$ cat src/rtl/hubris_pkg.sv
// -----------------------------------------------------------------------------
// hubris_pkg
// Shared definitions for the Hubris instruction-fetch front end:
//   ADDR_WIDTH_DEF / INST_WIDTH_DEF : default address / instruction widths
//   NOP_INST                        : canonical no-op (addi x0, x0, 0)
//   fetch_entry_t                   : {pc, inst} pair at the default widths
// -----------------------------------------------------------------------------
package hubris_pkg;

   localparam int ADDR_WIDTH_DEF = 32;
   localparam int INST_WIDTH_DEF = 32;

   localparam logic [31:0] NOP_INST = 32'h0000_0013;

   typedef struct packed {
      logic [ADDR_WIDTH_DEF-1:0] pc;
      logic [INST_WIDTH_DEF-1:0] inst;
   } fetch_entry_t;

endpackage

$ cat src/rtl/hubris_sync_fifo.sv
// -----------------------------------------------------------------------------
// hubris_sync_fifo
// Single-clock FIFO with synchronous flush. Pointers carry one extra wrap bit
// so that full and empty are distinguished without a separate counter.
// Ports:
//   clk, reset   : clock, synchronous active-high reset
//   flush        : empties the FIFO at the next edge (wins over push/pop)
//   push         : write push_data (accepted when not full, or when popping)
//   push_data    : WIDTH-bit write data
//   pop          : remove the head entry (ignored when empty)
//   head_data    : entry at the head (stale content when empty)
//   count        : number of valid entries, 0..DEPTH
// -----------------------------------------------------------------------------
module hubris_sync_fifo
   import hubris_pkg::*;
#(
   parameter int WIDTH = 64,
   parameter int DEPTH = 4
) (
   input  logic                   clk,
   input  logic                   reset,
   input  logic                   flush,
   input  logic                   push,
   input  logic [WIDTH-1:0]       push_data,
   input  logic                   pop,
   output logic [WIDTH-1:0]       head_data,
   output logic [$clog2(DEPTH):0] count
);

   localparam int PW = $clog2(DEPTH);

   logic [WIDTH-1:0] mem [DEPTH];
   logic [PW:0]      wr_ptr;
   logic [PW:0]      rd_ptr;
   logic             empty;
   logic             full;
   logic             do_push;
   logic             do_pop;

   assign empty = (wr_ptr == rd_ptr);
   // Same slot, opposite lap: the writer has gone all the way round.
   assign full  = (wr_ptr[PW] != rd_ptr[PW]) && (wr_ptr[PW-1:0] == rd_ptr[PW-1:0]);
   assign count = wr_ptr - rd_ptr;

   assign do_pop  = pop && !empty;
   // When full, the slot being written is the one being popped this cycle.
   assign do_push = push && (!full || do_pop);

   assign head_data = mem[rd_ptr[PW-1:0]];

   always_ff @(posedge clk) begin
      if (reset || flush) begin
         wr_ptr <= '0;
         rd_ptr <= '0;
      end else begin
         if (do_push) wr_ptr <= wr_ptr + (PW+1)'(1);
         if (do_pop)  rd_ptr <= rd_ptr + (PW+1)'(1);
      end
   end

   always_ff @(posedge clk) begin
      if (do_push && !flush) mem[wr_ptr[PW-1:0]] <= push_data;
   end

endmodule

$ cat src/rtl/hubris_fetch_unit.sv
// -----------------------------------------------------------------------------
// hubris_fetch_unit
// Instruction-fetch front end: owns the PC, issues pipelined requests to the
// instruction memory port, buffers returned words with their PCs in a prefetch
// queue and hands them to ID through a valid/ready handshake. A redirect from
// EX flushes the queue and discards every response still in flight.
//
// Optional feature macro: HUBRIS_FETCH_BYPASS_EN
//   defined   : a response arriving while the queue is empty (and nothing is
//               being dropped) is presented to ID in the same cycle, and is
//               not queued if ID takes it immediately.
//   undefined : every response passes through the queue (1-cycle latency).
//
// Ports:
//   clk, reset                      : clock, synchronous active-high reset
//   redirect_valid, redirect_addr   : EX change of flow (highest priority)
//   imem_req_valid/ready/addr       : request channel to instruction memory
//   imem_resp_valid/data            : in-order response channel
//   out_valid/ready, out_inst/pc    : instruction handshake towards ID
//   occupancy                       : number of queued entries
// -----------------------------------------------------------------------------
module hubris_fetch_unit
   import hubris_pkg::*;
#(
   parameter int                    ADDR_WIDTH      = ADDR_WIDTH_DEF,
   parameter int                    INST_WIDTH      = INST_WIDTH_DEF,
   parameter int                    QUEUE_DEPTH     = 4,
   parameter int                    MAX_OUTSTANDING = 2,
   parameter logic [ADDR_WIDTH-1:0] INST_START_ADDR = '0
) (
   input  logic                           clk,
   input  logic                           reset,
   input  logic                           redirect_valid,
   input  logic [ADDR_WIDTH-1:0]          redirect_addr,
   output logic                           imem_req_valid,
   input  logic                           imem_req_ready,
   output logic [ADDR_WIDTH-1:0]          imem_req_addr,
   input  logic                           imem_resp_valid,
   input  logic [INST_WIDTH-1:0]          imem_resp_data,
   output logic                           out_valid,
   input  logic                           out_ready,
   output logic [INST_WIDTH-1:0]          out_inst,
   output logic [ADDR_WIDTH-1:0]          out_pc,
   output logic [$clog2(QUEUE_DEPTH):0]   occupancy
);

   localparam int                    OUT_W     = $clog2(MAX_OUTSTANDING + 1);
   localparam int                    ENT_W     = ADDR_WIDTH + INST_WIDTH;
   localparam logic [ADDR_WIDTH-1:0] PC_STEP   = ADDR_WIDTH'(4);
   localparam logic [31:0]           MAX_OUT_U = MAX_OUTSTANDING;
   localparam logic [31:0]           DEPTH_U   = QUEUE_DEPTH;

   logic [ADDR_WIDTH-1:0] fetch_pc;
   logic [ADDR_WIDTH-1:0] resp_pc;
   logic [OUT_W-1:0]      outstanding;
   logic [OUT_W-1:0]      drop;
   logic [ENT_W-1:0]      head_entry;
   logic [ENT_W-1:0]      hold_entry;
   logic [31:0]           committed;
   logic                  fifo_empty;
   logic                  drop_active;
   logic                  resp_keep;
   logic                  bypass;
   logic                  req_fire;
   logic                  push;
   logic                  pop;

   hubris_sync_fifo #(
      .WIDTH (ENT_W),
      .DEPTH (QUEUE_DEPTH)
   ) u_queue (
      .clk       (clk),
      .reset     (reset),
      .flush     (redirect_valid),
      .push      (push),
      .push_data ({resp_pc, imem_resp_data}),
      .pop       (pop),
      .head_data (head_entry),
      .count     (occupancy)
   );

   assign fifo_empty  = (occupancy == '0);
   assign drop_active = (drop != '0);
   assign resp_keep   = imem_resp_valid && !drop_active && !redirect_valid;

`ifdef HUBRIS_FETCH_BYPASS_EN
   assign bypass = resp_keep && fifo_empty;
`else
   assign bypass = 1'b0;
`endif

   assign out_valid = !fifo_empty || bypass;
   assign pop       = !fifo_empty && out_ready;
   // A bypassed word that ID takes immediately never occupies a slot.
   assign push      = resp_keep && !(bypass && out_ready);

   always_comb begin
      if (!fifo_empty)  {out_pc, out_inst} = head_entry;
      else if (bypass)  {out_pc, out_inst} = {resp_pc, imem_resp_data};
      else              {out_pc, out_inst} = hold_entry;
   end

   // Requests whose responses will be kept reserve a queue slot up front, so
   // a response can always be accepted; responses being dropped reserve none.
   assign committed      = 32'(occupancy) + 32'(outstanding) - 32'(drop);
   assign imem_req_valid = !reset && !redirect_valid
                           && (32'(outstanding) < MAX_OUT_U)
                           && (committed < DEPTH_U);
   assign imem_req_addr  = fetch_pc;
   assign req_fire       = imem_req_valid && imem_req_ready;

   always_ff @(posedge clk) begin
      if (reset) begin
         fetch_pc    <= INST_START_ADDR;
         resp_pc     <= INST_START_ADDR;
         outstanding <= '0;
         drop        <= '0;
      end else begin
         if (req_fire && !imem_resp_valid)
            outstanding <= outstanding + OUT_W'(1);
         else if (!req_fire && imem_resp_valid)
            outstanding <= outstanding - OUT_W'(1);

         if (redirect_valid) begin
            fetch_pc <= redirect_addr;
            resp_pc  <= redirect_addr;
            // Responses already marked for dropping are part of outstanding,
            // so everything still in flight after this cycle is dropped.
            drop     <= outstanding - OUT_W'(imem_resp_valid);
         end else begin
            if (req_fire)  fetch_pc <= fetch_pc + PC_STEP;
            if (resp_keep) resp_pc  <= resp_pc + PC_STEP;
            if (imem_resp_valid && drop_active) drop <= drop - OUT_W'(1);
         end
      end
   end

   // Keeps out_pc/out_inst stable (and defined) while out_valid is low.
   always_ff @(posedge clk) begin
      if (reset) hold_entry <= {INST_START_ADDR, INST_WIDTH'(NOP_INST)};
      else       hold_entry <= {out_pc, out_inst};
   end

endmodule
$ cat config.mk
export PLATFORM = sky130hd
export DESIGN_NAME = hubris_fetch_unit
export DESIGN_NICKNAME = d
export VERILOG_FILES = /design/src/rtl/hubris_pkg.sv /design/src/rtl/hubris_sync_fifo.sv /design/src/rtl/hubris_fetch_unit.sv
export SDC_FILE = /design/constraint.sdc
export NUM_CORES = 1
export LEC_CHECK = 0
export CAP_MARGIN = 20
export CORE_ASPECT_RATIO = 1.25
export CORE_MARGIN = 4
export CORE_UTILIZATION = 50
export DETAILED_ROUTE_END_ITERATION = 6
export DONT_BUFFER_PORTS = 1
export PLACE_DENSITY = 0.74
export SLEW_MARGIN = 5
export SYNTH_ARGS = -nofsm -noshare
export SYNTH_HDL_FRONTEND = slang
export SYNTH_SLANG_ARGS = --single-unit
$ cat constraint.sdc
create_clock -name clk -period 3.8 [get_ports clk]
set_input_delay 0.76 -clock clk [delete_from_list [all_inputs] [get_ports clk]]
set_output_delay 0.76 -clock clk [all_outputs]
set_load 0.1 [all_outputs]
== Yosys cells after proc, flatten, opt, wreduce, memory -nomap -nowiden ==
Memories as Yosys holds them, arrays and structs flattened. A register that Yosys moved wholly into a read port is not among the register bits.
Cells that the tools add are included.

* Add/subtract/negate cells: 11
* Order comparisons: 2
* Equal/unequal tests: 3
* Muxes and demuxes: 14
* Reduce and logical (&&, ||, !) cells: 30

{| class="wikitable"
|+ Operators with widths
! operator !! number
|-
| $mux W32 || 6
|-
| $add A32 B3 Y32 const B || 2
|-
| $lt A32 B3 Y1 const B || 1
|-
| $logic_and A1 B1 Y1 || 14
|-
| $mux W2 || 6
|-
| $reduce_bool A2 Y1 || 5
|-
| $logic_not A1 Y1 || 8
|-
| $add A3 B1 Y3 const B || 2
|-
| $sub A4 B2 Y5 || 1
|-
| $add A3 B2 Y4 || 1
|-
| $sub A2 B1 Y2 const B || 2
|-
| $eq A3 B3 Y1 || 1
|-
| $logic_not A3 Y1 || 1
|-
| $sub A3 B3 Y3 || 1
|-
| $add A2 B1 Y2 const B || 1
|-
| $eq A2 B2 Y1 || 1
|-
| $logic_or A1 B1 Y1 || 2
|-
| $lt A2 B2 Y1 const B || 1
|-
| $mux W1 || 2
|-
| $sub A2 B1 Y2 || 1
|-
| $ne A1 B1 Y1 || 1
|}

* Flip-flop bits (word level): 138
* RAM bits: 256
* Input bits: 70
* Output and inout port bits: 101
* Logic and storage cells: 68
* Memories kept: 1

{| class="wikitable"
|+ Memories
! memory !! depth !! width !! rd ports !! clocked after memory_dff !! wr ports !! line !! RTL
|-
| u_queue.mem || 4 || 64 || 1 || 1 || 1 || hubris_sync_fifo.sv:32 || <nowiki>logic [WIDTH-1:0] mem [DEPTH];</nowiki>
|}

== Depth between registers and ports, before layout ==
Gate-level depths: netlist (run 1).

* Depth in word-level cells: 10
* Gate-level depth with buffers: 17
* Mapped depth without buffers: 15

== Cells and area by module ==
Synthesis (run 1) repeated with hierarchy kept, for this count alone.

* Cell total of the unflattened synthesis: 1,073
* Area total of the unflattened synthesis: 16,074.2 um^2

{| class="wikitable"
|+ Modules (own cells, without submodules)
! module !! instances !! cells each !! area each (um^2) !! sequential area each (um^2)
|-
| hubris_sync_fifo || 1 || 390 || 9,765.6 || 7,847.5
|-
| hubris_fetch_unit || 1 || 683 || 6,308.6 || 2,642.5
|}

== Worst setup path after synthesis (run 1) ==
OpenSTA, ideal clock, no wires.

* Path kind: flip-flop to output port
* Start point: reg u_queue.wr_ptr[0]
* End point: out imem_req_valid
* Arrival time: 4,120 ps
* Required time: 3,040 ps
* Slack: -1,080 ps
* Cell stages (with the launch flop): 11
* Path buffers: 0
* Cell sequence: dfxtp_1 -> inv_1 -> ha_1 -> inv_1 -> fa_1 -> fa_1 -> ha_1 -> or4bb_1 -> a21o_1 -> nand2_1 -> and2_1

* Cells in the longest elaborated chain, start to end: 5

{| class="wikitable"
|+ RTL lines
! what !! line !! RTL
|-
| from (decl) || hubris_sync_fifo.sv:33 || <nowiki>logic [PW:0] wr_ptr;</nowiki>
|-
| from (signal assigned) || hubris_sync_fifo.sv:56 || <nowiki>if (do_push) wr_ptr <= wr_ptr + (PW+1)'(1);</nowiki>
|-
| $sub A3 B3 Y3 || hubris_sync_fifo.sv:43 || <nowiki>assign count = wr_ptr - rd_ptr;</nowiki>
|-
| named net occupancy[1] || hubris_fetch_unit.sv:44 || <nowiki>output logic [$clog2(QUEUE_DEPTH):0] occupancy</nowiki>
|-
| $add A3 B2 Y4 || hubris_fetch_unit.sv:105 || <nowiki>assign committed = 32'(occupancy) + 32'(outstanding) - 32'(drop);</nowiki>
|-
| $sub A4 B2 Y5 || hubris_fetch_unit.sv:105 ||
|-
| $lt A32 B3 Y1 || hubris_fetch_unit.sv:108 || <nowiki>&& (committed < DEPTH_U);</nowiki>
|-
| $logic_and A1 B1 Y1 || hubris_fetch_unit.sv:108 ||
|-
| to (decl) || hubris_fetch_unit.sv:35 || <nowiki>output logic imem_req_valid,</nowiki>
|}

The timed path passes the listed nets, and every way through them passes these cells.

== Worst setup path after layout (run 1) ==
* Start point: reg u_queue.wr_ptr[0]
* End point: out imem_req_valid

* Cells in the longest elaborated chain, start to end: 5

{| class="wikitable"
|+ RTL lines
! what !! line
|-
| $sub A3 B3 Y3 || hubris_sync_fifo.sv:43
|-
| $add A3 B2 Y4 || hubris_fetch_unit.sv:105
|-
| $sub A4 B2 Y5 || hubris_fetch_unit.sv:105
|-
| $lt A32 B3 Y1 || hubris_fetch_unit.sv:108
|-
| $logic_and A1 B1 Y1 || hubris_fetch_unit.sv:108
|}

Every way passes these cells.

==> results of run 1 <==
==> synth_stat cells (all sizes together) (18+ instances only) <==
cell / n
mux4: 64
clkbuf: 40
a21oi: 18
nor2b: 62
nand3: 33
mux2i: 20
xnor2: 21
inv: 28
nand4: 25
mux2: 68
edfxtp: 256
nor2: 44
buf: 21
nand2: 58
dfxtp: 140
==> cell families after synthesis <==
kind of cell             count (synthesis)  synth area share (%)
flip-flops                             396                  64.6
AND/OR/NAND/NOR                        310                  10.4
multiplexers                           152                  14.8
AO/OA/AOI/OAI                          104                  4.64
buffers and inverters                   89                  2.20
XOR/XNOR                                34                  1.93
adder cells (fa/ha/maj)                 18                  1.48
==> repair_timing <==
item                       CTS  global route
resized for setup           55             7
pin swaps                    7             3
buffers inserted             4             2
setup endpoints to repair   61            73
==> sequential cells by signal, indices dropped and copies added, names as in the netlist, named ones only <==
name and flops:
u_queue.mem 256, hold_entry 64, imem_req_addr 32, resp_pc 32, u_queue.rd_ptr 3, u_queue.wr_ptr 3, drop 2, outstanding 2
==> through the flow <==
stage / area, sq um / setup slack [ns] / std cells / power, mW / utilization (%)
global route: 18700 / -0.400 / 1594 / 9.79 / 58.6
finish: 18700 / -0.298 / 1594 / 9.45 / 58.6
floorplan: 16300 / -0.484 / 1103 / 5.61 / -
global placement: 17200 / 0.0357 / 1517 / 5.73 / 53.7
detailed placement: 17200 / 0.000565 / 1518 / 5.75 / 53.7
CTS: 18700 / -0.320 / 1592 / 9.54 / 58.5
==> cell type report <==
class	count	area, sq um	share of cell area (%)
inverters	28	108	0.574
clock inverters	13	118	0.628
well taps	412	515	2.75
clock buffers	57	1150	6.12
repair buffers	70	686	3.66
flip-flops and latches	396	10500	56.0
multi-input cells	618	5660	30.2
==> worst max-delay path, cell delays in order, from the launching register on <==
cell,delay [ns]
dfxtp_2,0.33
inv_2,0.07
ha_4,0.12
inv_2,0.03
fa_2,0.54
fa_2,0.46
ha_4,0.28
or4bb_1,0.42
a21o_1,0.20
nand2_2,0.07
and2_4,0.15
buf_12,0.16
==> power by group through the flow <==
| stage | clock [mW] | sequential, mW | combinational [mW] |
|---|---|---|---|
| 4_1_cts | 3.83 | 4.82 | 0.886 |
| 5_1_grt | 4.02 | 4.83 | 0.938 |
| 2_1_floorplan | 0 | 5.01 | 0.592 |
| 6_report | 3.74 | 4.82 | 0.889 |
| 3_3_place_gp | 0 | 4.90 | 0.825 |
| 3_5_place_dp | 0 | 4.91 | 0.836 |
==> worst max path at each step <==
stage / endpoint / from / slack, ns
after CTS: imem_req_valid / u_queue.wr_ptr[0]$_SDFFE_PP0P_ / -0.32
after global routing: imem_req_valid / u_queue.wr_ptr[0]$_SDFFE_PP0P_ / -0.40
after global placement: imem_req_addr[14]$_SDFFE_PP0P_ / u_queue.wr_ptr[0]$_SDFFE_PP0P_ / 0.04
after floorplan: outstanding[1]$_SDFFE_PP0P_ / u_queue.wr_ptr[0]$_SDFFE_PP0P_ / -0.48
after detailed placement: imem_req_addr[11]$_SDFFE_PP0P_ / u_queue.wr_ptr[0]$_SDFFE_PP0P_ / 0.0006
final: imem_req_valid / u_queue.wr_ptr[0]$_SDFFE_PP0P_ / -0.30
==> layer usage <==
metal | vias to the layer above | GRT usage [%] | part of all wire (%)
met4 | 0 | 5.28 | 2.3
met3 | 60 | 5.88 | 8.5
met5 | - | 0 | 0
met2 | 291 | 32.1 | 50
li1 | 4322 | - | -
met1 | 4601 | 23.5 | 39
==> results.cfg, run 1 <==
[detailed_routing]
vias_per_cell = 5.82
drt.antenna.violating_nets = 0
drt_iter0_drc = 629
number_of_iterations_in_the_first_detailed_routing_pass = 5
post_drt_wl_per_cell_um = 21.2
drt_drc_violations_left = 0
drt-total-wl_um = 33900
vias = 9274

[global_routing]
antenna_found_initial = 0
grt_overflow = 0
vias_in_the_first_global_route = 9426
grt_first_pass_wirelength_um = 52900
grt_start_max_net_pins = 132
groute.usage.overall_pct = 18.9

[run_status]
run_status = finished with violations
failing_checks = negative setup slack

[power]
fraction_of_power_spent_switching_nets_pct = 23.8
power.net_switching_mw = 2.25
internal_power_mw = 7.20
max-vdd-ir-drop_mv = 0.330
combinationalPowerShare_pct = 9.4
p_leak_nw = 6.36
clkPwrFrac_pct = 39.5
power_density_mw_per_mm2 = 504
sequentialPowerShare_pct = 51.0

[timing]
slew_headroom_pct = 27.2
fin_max_slew_vios = 0
postLayoutSetupSlackWorst_ns = -0.298
totalNegativeSetupSlack_ns = -1.14
setup_repair_after_global_routing_missed_its_margin = true
setup_violations = 31
hold_viol_final = 0
finalCritPeriodShare_pct = 108
worst_hold_check_slack_ns = 0.300
timing_worst_slew_pin_value_ns = 1.09
clock-skew-final_ns = 0.0177
fmax_ghz = 0.244
period_needed_ns = 4.10

[cells_and_area]
top_library_cells_by_usage_in_the_layout_fill_and_taps_aside = 256 x edfxtp_1, 136 x dfxtp_1, 64 x mux4_2, 62 x nor2b_1, 57 x nand2_1
layout.nets = 1240
final.fill_count = 2470
syn2layout_area_growth_pct = 15.3
drive_above_1_share_pct = 24.5
layout.cells.most_common = edfxtp_1
n_antenna_cell = 0

[synth]
synthCells = 1103
seq_area_frac_synth_pct = 64.6
synth_async_sr_flop_share_pct = 0
synth_seq_cells = 396
synth_top_cells_by_area = edfxtp_1 47%, dfxtp_1 17%, mux4_2 8.9%
synthDominantCellAreaShare_pct = 47.3
syn_nets = 1191
synth.yosys.warnings = 0
post_synth_instance_area_sq_mm = 0.0162
synthDominantAreaCellType = edfxtp_1
synth_area_per_cell_sq_um = 14.7
synth_cell_type_count = 57
yosys_most_used_dff = edfxtp_1
synth_edf_count = 256

[clocking]
cts_tree = yes
clk-insertion-delay-late_ns = 0.53
clockBufferDepth = 3
cts-hold-fix-buffers = 0
path_clk_slew_ns = 0.06
cts-htree-levels = 2
cts-root-buf = clkbuf_16
clock_sink_count = 396
cts_buffers = 38

[die]
top_level_ports = 171
chipHeight_um = 210
dieArea_sq_mm = 0.0355
initial_utilization_pct = 50.8
dieWidth_um = 169
placeableCoreArea_sq_mm = 0.0320
placementRows = 73

[run]
max_cap_viol_count = 0

[worst_setup_path]
r2r_slack_ns = 0.06
timing_worst_setup_path_type = reg2out
worst-endpoint-required_ns = 3.04
max_fanout_on_critical_path = 2
arrival_ns = 3.34
reg2regPathDepth = 13
worst_r2r_endpoint = outstanding[1]$_SDFFE_PP0P_
worstReg2RegStart = u_queue.wr_ptr[0]$_SDFFE_PP0P_
category_of_the_worst_setup_path_launch_point = register
endpoint_kind = output port

[hold_path]
worst_hold_path_type = in2reg
worstHoldStart = reset
min_delay_worst_endpoint = imem_req_addr[1]$_SDFFE_PP0P_
min_path_cells = 1

[placed_design]
hpwl_detailed_um = 21300
io_buffers = 0
place.gp.congestion = 0.893
Power figures use the tool's default switching activity.
==> inputs of run 2 (changes only) <==
--- a/config.mk
+++ b/config.mk
@@ -8,10 +8,10 @@
 export CAP_MARGIN = 20
 export CORE_ASPECT_RATIO = 1.25
 export CORE_MARGIN = 4
-export CORE_UTILIZATION = 50
+export CORE_UTILIZATION = 57
 export DETAILED_ROUTE_END_ITERATION = 6
 export DONT_BUFFER_PORTS = 1
-export PLACE_DENSITY = 0.74
+export PLACE_DENSITY = 0.81
 export SLEW_MARGIN = 5
 export SYNTH_ARGS = -nofsm -noshare
 export SYNTH_HDL_FRONTEND = slang
==> run 2 against run 1 <==
Net effect: the flow still finishes with violations (negative setup slack); hold slack better by 0.0014 ns; cell area increased by 2.1%; total power rose by 4.2%; largest cell class unchanged; largest power group unchanged.
==> results.cfg, run 2 (synthesis gave the netlist of run 1 again) <==
[timing]
finalCritPeriodShare_pct = 109
slew_headroom_pct = 26.6
period_needed_ns = 4.15
setup_repair_after_global_routing_missed_its_margin = true
postLayoutSetupSlackWorst_ns = -0.347
fmax_ghz = 0.241
fin_max_slew_vios = 0
worst_hold_check_slack_ns = 0.302
setup_violations = 24
timing_worst_slew_pin_value_ns = 1.10
clock-skew-final_ns = 0.0195
hold_viol_final = 0

[cells_and_area]
largest_register_ffs = 256
top_library_cells_by_usage_in_the_layout_fill_and_taps_aside = 256 x edfxtp_1, 136 x dfxtp_1, 64 x mux4_2, 63 x buf_4, 62 x nor2b_1
finish.instance_area_sq_mm = 0.0191
syn2layout_area_growth_pct = 17.7
drive_above_1_share_pct = 26.7
n_antenna_cell = 0
layout.nets = 1265
final-seq-area_sq_mm = 0.0105
multiInputGateArea_sq_mm = 0.00562
layout.cells.most_common = edfxtp_1
final.fill_count = 1792

[global_routing]
vias_in_the_first_global_route = 9912
antenna_found_initial = 0
groute.usage.overall_pct = 22.4
grt_first_pass_wirelength_um = 55600
grt_start_max_net_pins = 132
grt_overflow = 0

[worst_setup_path]
worstPathCellList = inv_4 > ha_4 > inv_2 > fa_2 > fa_2 > ha_4 > or4bb_4 > a21o_1 > nand2_2 > and2_4 > buf_12
timing_worst_setup_path_type = reg2out
endpoint_kind = output port
crit_slowest_cell = fa_2
max_fanout_on_critical_path = 2
arrival_ns = 3.39
cpPeakStageDelay_ns = 0.54
category_of_the_worst_setup_path_launch_point = register
worst-endpoint-required_ns = 3.04

[hold_path]
worst_hold_path_type = in2reg

[placed_design]
placedInstanceArea_sq_mm = 0.0174
io_buffers = 0
place.gp.congestion = 0.916
hpwl_detailed_um = 21700

[die]
dieArea_sq_mm = 0.0313
dieWidth_um = 159
placementRows = 68
chipHeight_um = 197
top_level_ports = 171
placeableCoreArea_sq_mm = 0.0278
initial_utilization_pct = 58.4

[detailed_routing]
post_drt_wl_per_cell_um = 22.8
vias = 9681
drt-total-wl_um = 35500
drt_drc_violations_left = 0
vias_per_cell = 6.21
number_of_iterations_in_the_first_detailed_routing_pass = 7
drt.antenna.violating_nets = 0
drt_iter0_drc = 787

[power]
power.net_switching_mw = 2.36
p_leak_nw = 6.58
clkPwrFrac_pct = 41.4
power_density_mw_per_mm2 = 515
fraction_of_power_spent_switching_nets_pct = 24.0
max-vdd-ir-drop_mv = 0.343
total_power_mw = 9.84
internal_power_mw = 7.48
sequentialPowerShare_pct = 49.0
combinationalPowerShare_pct = 9.5

[clocking]
cts_tree = yes
cts_buffers = 39
clockBufferDepth = 3
path_clk_slew_ns = 0.06
cts-htree-levels = 2
clk-insertion-delay-late_ns = 0.53
cts-root-buf = clkbuf_16
clock_sink_count = 396

[run]
max_cap_viol_count = 0

[run_status]
failing_checks = negative setup slack
run_status = finished with violations
run 2: cell types whose count changed in the layout (fill, tap and decap cells not counted), sizes merged:
cell / before / now
buf: 70 / 93
bufinv: 2 / 7
clkbuf: 57 / 47
clkinv: 11 / 15
clkinvlp: 1 / 3
inv: 27 / 29
run 2: worst paths after layout:
check                                  from                      endpoint  slack (ns)  cells after the start
min reg2reg         resp_pc[1]$_SDFFE_PP0P_  u_queue.mem[2][33]$_DFFE_PP_        0.53                      0
min                                   reset   outstanding[1]$_SDFFE_PP0P_        0.30                      1
max reg2reg  u_queue.wr_ptr[0]$_SDFFE_PP0P_   outstanding[1]$_SDFFE_PP0P_       -0.06                     15
max          u_queue.wr_ptr[0]$_SDFFE_PP0P_                imem_req_valid       -0.35                     11
run 2: layout make-up:
type	count	share of cell area [%]
clock buffers	46	5.51
inverters	28	0.589
well taps	350	2.29
flip-flops and latches	396	54.9
repair buffers	94	5.56
clock inverters	26	1.74
multi-input cells	618	29.4
run 2: layer usage:
layer | track usage (%) | up-vias | routed length [um]
met5 | 0 | - | 0
met4 | 7.30 | 0 | 975
met3 | 5.67 | 73 | 2670
met2 | 39.3 | 401 | 18200
met1 | 27.6 | 4824 | 13700
li1 | - | 4383 | -
run 2: power by group through the flow:
stage	clock network (mW)	logic (mW)	registers, mW
6_report	4.08	0.939	4.82
5_1_grt	4.34	0.990	4.83
4_1_cts	4.14	0.920	4.82
3_5_place_dp	0	0.876	4.91
3_3_place_gp	0	0.862	4.90
2_1_floorplan	0	0.592	5.01
run 2: worst max-delay path: cells and delay by family, from the launching register on:
family          cells  cell delay, ns
simple gates        3            0.67
buf+inv             3            0.25
compound gates      1            0.20
fa+ha+maj           4            1.41
flops               1            0.33
run 2: metrics by stage:
| step | util, % | worst slack, ns | cells | setup TNS, ns |
|---|---|---|---|---|
| after CTS | 68.3 | -0.302 | 1554 | -2.22 |
| after global placement | 62.7 | 0.0466 | 1477 | 0 |
| after global routing | 68.7 | -0.442 | 1558 | -4.12 |
| after floorplan | - | -0.484 | 1103 | -6.75 |
| final | 68.7 | -0.347 | 1558 | -1.64 |
| after detailed placement | 62.7 | -0.0163 | 1477 | -0.0163 |
run 2: timing repair:
item,in CTS,in global routing
hold endpoints to repair,0,0
endpoints found under the setup margin,65,34
hold buffers,0,0
setup buffers,5,3
cloned,0,1
pin swaps,7,4
resized for setup,36,16
==> inputs of run 3 (changes only) <==
--- a/config.mk
+++ b/config.mk
@@ -12,6 +12,7 @@
 export DETAILED_ROUTE_END_ITERATION = 6
 export DONT_BUFFER_PORTS = 1
 export PLACE_DENSITY = 0.81
+export RECOVER_POWER = 100
 export SLEW_MARGIN = 5
 export SYNTH_ARGS = -nofsm -noshare
 export SYNTH_HDL_FRONTEND = slang
==> run 3 against run 2 <==
Net effect: the flow finishes with violations (max-capacitance violations, max-slew violations, negative setup slack); core utilization down 1.1 points; combinational power down 4.6%; worst setup slack about the same; clock power about the same; global-route usage unchanged; sequential power about the same; cell count unchanged; non-clock buffer count unchanged; total power down 0.46%; count of clock-buffer cells in the layout unchanged; sequential cell count unchanged; sequential share of layout area up 0.92 points; largest cell class unchanged; highest routed layer unchanged.
==> results.cfg, run 3 (synthesis gave the netlist of run 1 again) <==
[timing]
setup_violations = 72
timing_worst_slew_pin_value_ns = 2.59
worst_hold_check_slack_ns = 0.311
fmax_ghz = 0.241
slew_headroom_pct = -72.8
fin_max_slew_vios = 67
finalCritPeriodShare_pct = 109
clock-skew-final_ns = 0.0196
setup_repair_after_global_routing_missed_its_margin = true
period_needed_ns = 4.15
hold_viol_final = 0
postLayoutSetupSlackWorst_ns = -0.347

[hold_path]
worst_hold_path_type = in2reg
worstHoldStart = reset
min_path_cells = 1
min_delay_worst_endpoint = imem_req_addr[26]$_SDFFE_PP0P_

[detailed_routing]
drt.antenna.violating_nets = 0
number_of_iterations_in_the_first_detailed_routing_pass = 5
vias = 9733
post_drt_wl_per_cell_um = 22.8
drt-total-wl_um = 35600
met3_length_um = 2740
drt_iter0_drc = 857
vias_per_cell = 6.25
drt_drc_violations_left = 0
topRoutingLayerUsed = met4
route.met2.wl_um = 18400
m1WireLength_um = 13500

[power]
fraction_of_power_spent_switching_nets_pct = 24.0
combinationalPowerShare_pct = 9.1
clkPwrFrac_pct = 41.6
p_leak_nw = 6.44
sequentialPowerShare_pct = 49.3
max-vdd-ir-drop_mv = 0.324
internal_power_mw = 7.44
power.net_switching_mw = 2.35
power_density_mw_per_mm2 = 521

[cells_and_area]
layout.nets = 1265
n_antenna_cell = 0
drive_above_1_share_pct = 21.0
final-seq-area_sq_mm = 0.0105
post-route-util_pct = 67.6
largest_register_ffs = 256
syn2layout_area_growth_pct = 15.8
top_library_cells_by_usage_in_the_layout_fill_and_taps_aside = 256 x edfxtp_1, 136 x dfxtp_1, 64 x mux4_2, 62 x nor2b_1, 57 x nand2_1
finish.instance_area_sq_mm = 0.0188
final.fill_count = 1884
layout.cells.most_common = edfxtp_1
multiInputGateArea_sq_mm = 0.00552

[clocking]
path_clk_slew_ns = 0.06
clock_sink_count = 396
cts-hold-fix-buffers = 0
cts_buffers = 39
cts_tree = yes
clk-insertion-delay-late_ns = 0.53
cts-root-buf = clkbuf_16
cts-htree-levels = 2
clockBufferDepth = 3

[die]
initial_utilization_pct = 58.4
placementRows = 68
dieArea_sq_mm = 0.0313
placeableCoreArea_sq_mm = 0.0278
dieWidth_um = 159
top_level_ports = 171
chipHeight_um = 197

[worst_setup_path]
worst-endpoint-required_ns = 3.04
worst_r2r_endpoint = imem_req_addr[25]$_SDFFE_PP0P_
arrival_ns = 3.39
max_fanout_on_critical_path = 2
category_of_the_worst_setup_path_launch_point = register
endpoint_kind = output port
worstReg2RegStart = u_queue.wr_ptr[0]$_SDFFE_PP0P_
reg2regPathDepth = 14
timing_worst_setup_path_type = reg2out
r2r_slack_ns = -0.13

[global_routing]
grt_overflow = 0
grt_start_max_net_pins = 132
grt_first_pass_wirelength_um = 55600
groute.usage.overall_pct = 22.4
antenna_found_initial = 0
vias_in_the_first_global_route = 9912

[run]
max_cap_viol_count = 2

[run_status]
run_status = finished with violations
failing_checks = max-capacitance violations, max-slew violations, negative setup slack

[placed_design]
hpwl_detailed_um = 21700
place.gp.congestion = 0.916
placedInstanceArea_sq_mm = 0.0174
io_buffers = 0
run 3: cell types whose count changed in the layout (fill, tap and decap cells not counted), moves of 3 or more:
cell / before / now
mux2_1: 0 / 40
clkbuf_2: 0 / 12
buf_4: 63 / 24
clkbuf_1: 3 / 32
clkbuf_4: 0 / 3
buf_12: 26 / 21
mux2_4: 33 / 6
mux2_2: 35 / 22
run 3: layout make-up:
cell class	instances	share of cell area [%]
clock buffers	46	5.60
clock inverters	26	1.77
inverters	28	0.572
multi-input cells	618	29.3
flip-flops and latches	396	55.8
well taps	350	2.33
repair buffers	94	4.55
run 3: power by group through the flow:
stage	logic [mW]	registers [mW]	clock network (mW)
after floorplan	0.592	5.01	0
after global placement	0.862	4.90	0
after detailed placement	0.876	4.91	0
after CTS	0.920	4.82	4.14
after global routing	0.947	4.83	4.34
final	0.896	4.82	4.07
run 3: worst max path at each step:
stage / startpoint / to / slack (ns)
4_1_cts: u_queue.wr_ptr[0]$_SDFFE_PP0P_ / imem_req_valid / -0.30
6_report: u_queue.wr_ptr[0]$_SDFFE_PP0P_ / imem_req_valid / -0.35
5_1_grt: u_queue.wr_ptr[0]$_SDFFE_PP0P_ / imem_req_valid / -0.44
3_5_place_dp: u_queue.wr_ptr[0]$_SDFFE_PP0P_ / imem_req_addr[10]$_SDFFE_PP0P_ / -0.02
3_3_place_gp: u_queue.wr_ptr[0]$_SDFFE_PP0P_ / imem_req_addr[10]$_SDFFE_PP0P_ / 0.05
2_1_floorplan: u_queue.wr_ptr[0]$_SDFFE_PP0P_ / outstanding[1]$_SDFFE_PP0P_ / -0.48
run 3: per-layer routing:
layer	track usage [%]	vias up
met5	0	-
met4	7.30	0
met3	5.67	65
met2	39.3	393
met1	27.6	4885
li1	-	4390
run 3: critical path, stage by stage (launching register included):
cell and delay, ns:
dfxtp_2 0.33, inv_4 0.06, ha_4 0.12, inv_2 0.03, fa_2 0.54, fa_2 0.47, ha_4 0.28, or4bb_4 0.45
a21o_1 0.20, nand2_2 0.07, and2_4 0.15, buf_12 0.16
run 3: what timing repair did:
action	4_1_cts	5_1_grt
gates resized for setup	36	16
endpoints found under the setup margin	65	34
endpoints found under the hold margin	0	0
cloned	0	1
buffers inserted	5	3
pin swaps	7	4
run 3: per-stage QoR:
stage	worst slack, ns	std cells	setup TNS (ns)	power, mW
after floorplan	-0.484	1103	-6.75	5.61
after global placement	0.0466	1477	0	5.76
after detailed placement	-0.0163	1477	-0.0163	5.79
after CTS	-0.302	1554	-2.22	9.88
after global routing	-0.442	1558	-18.48	10.1
final	-0.347	1558	-11.83	9.79
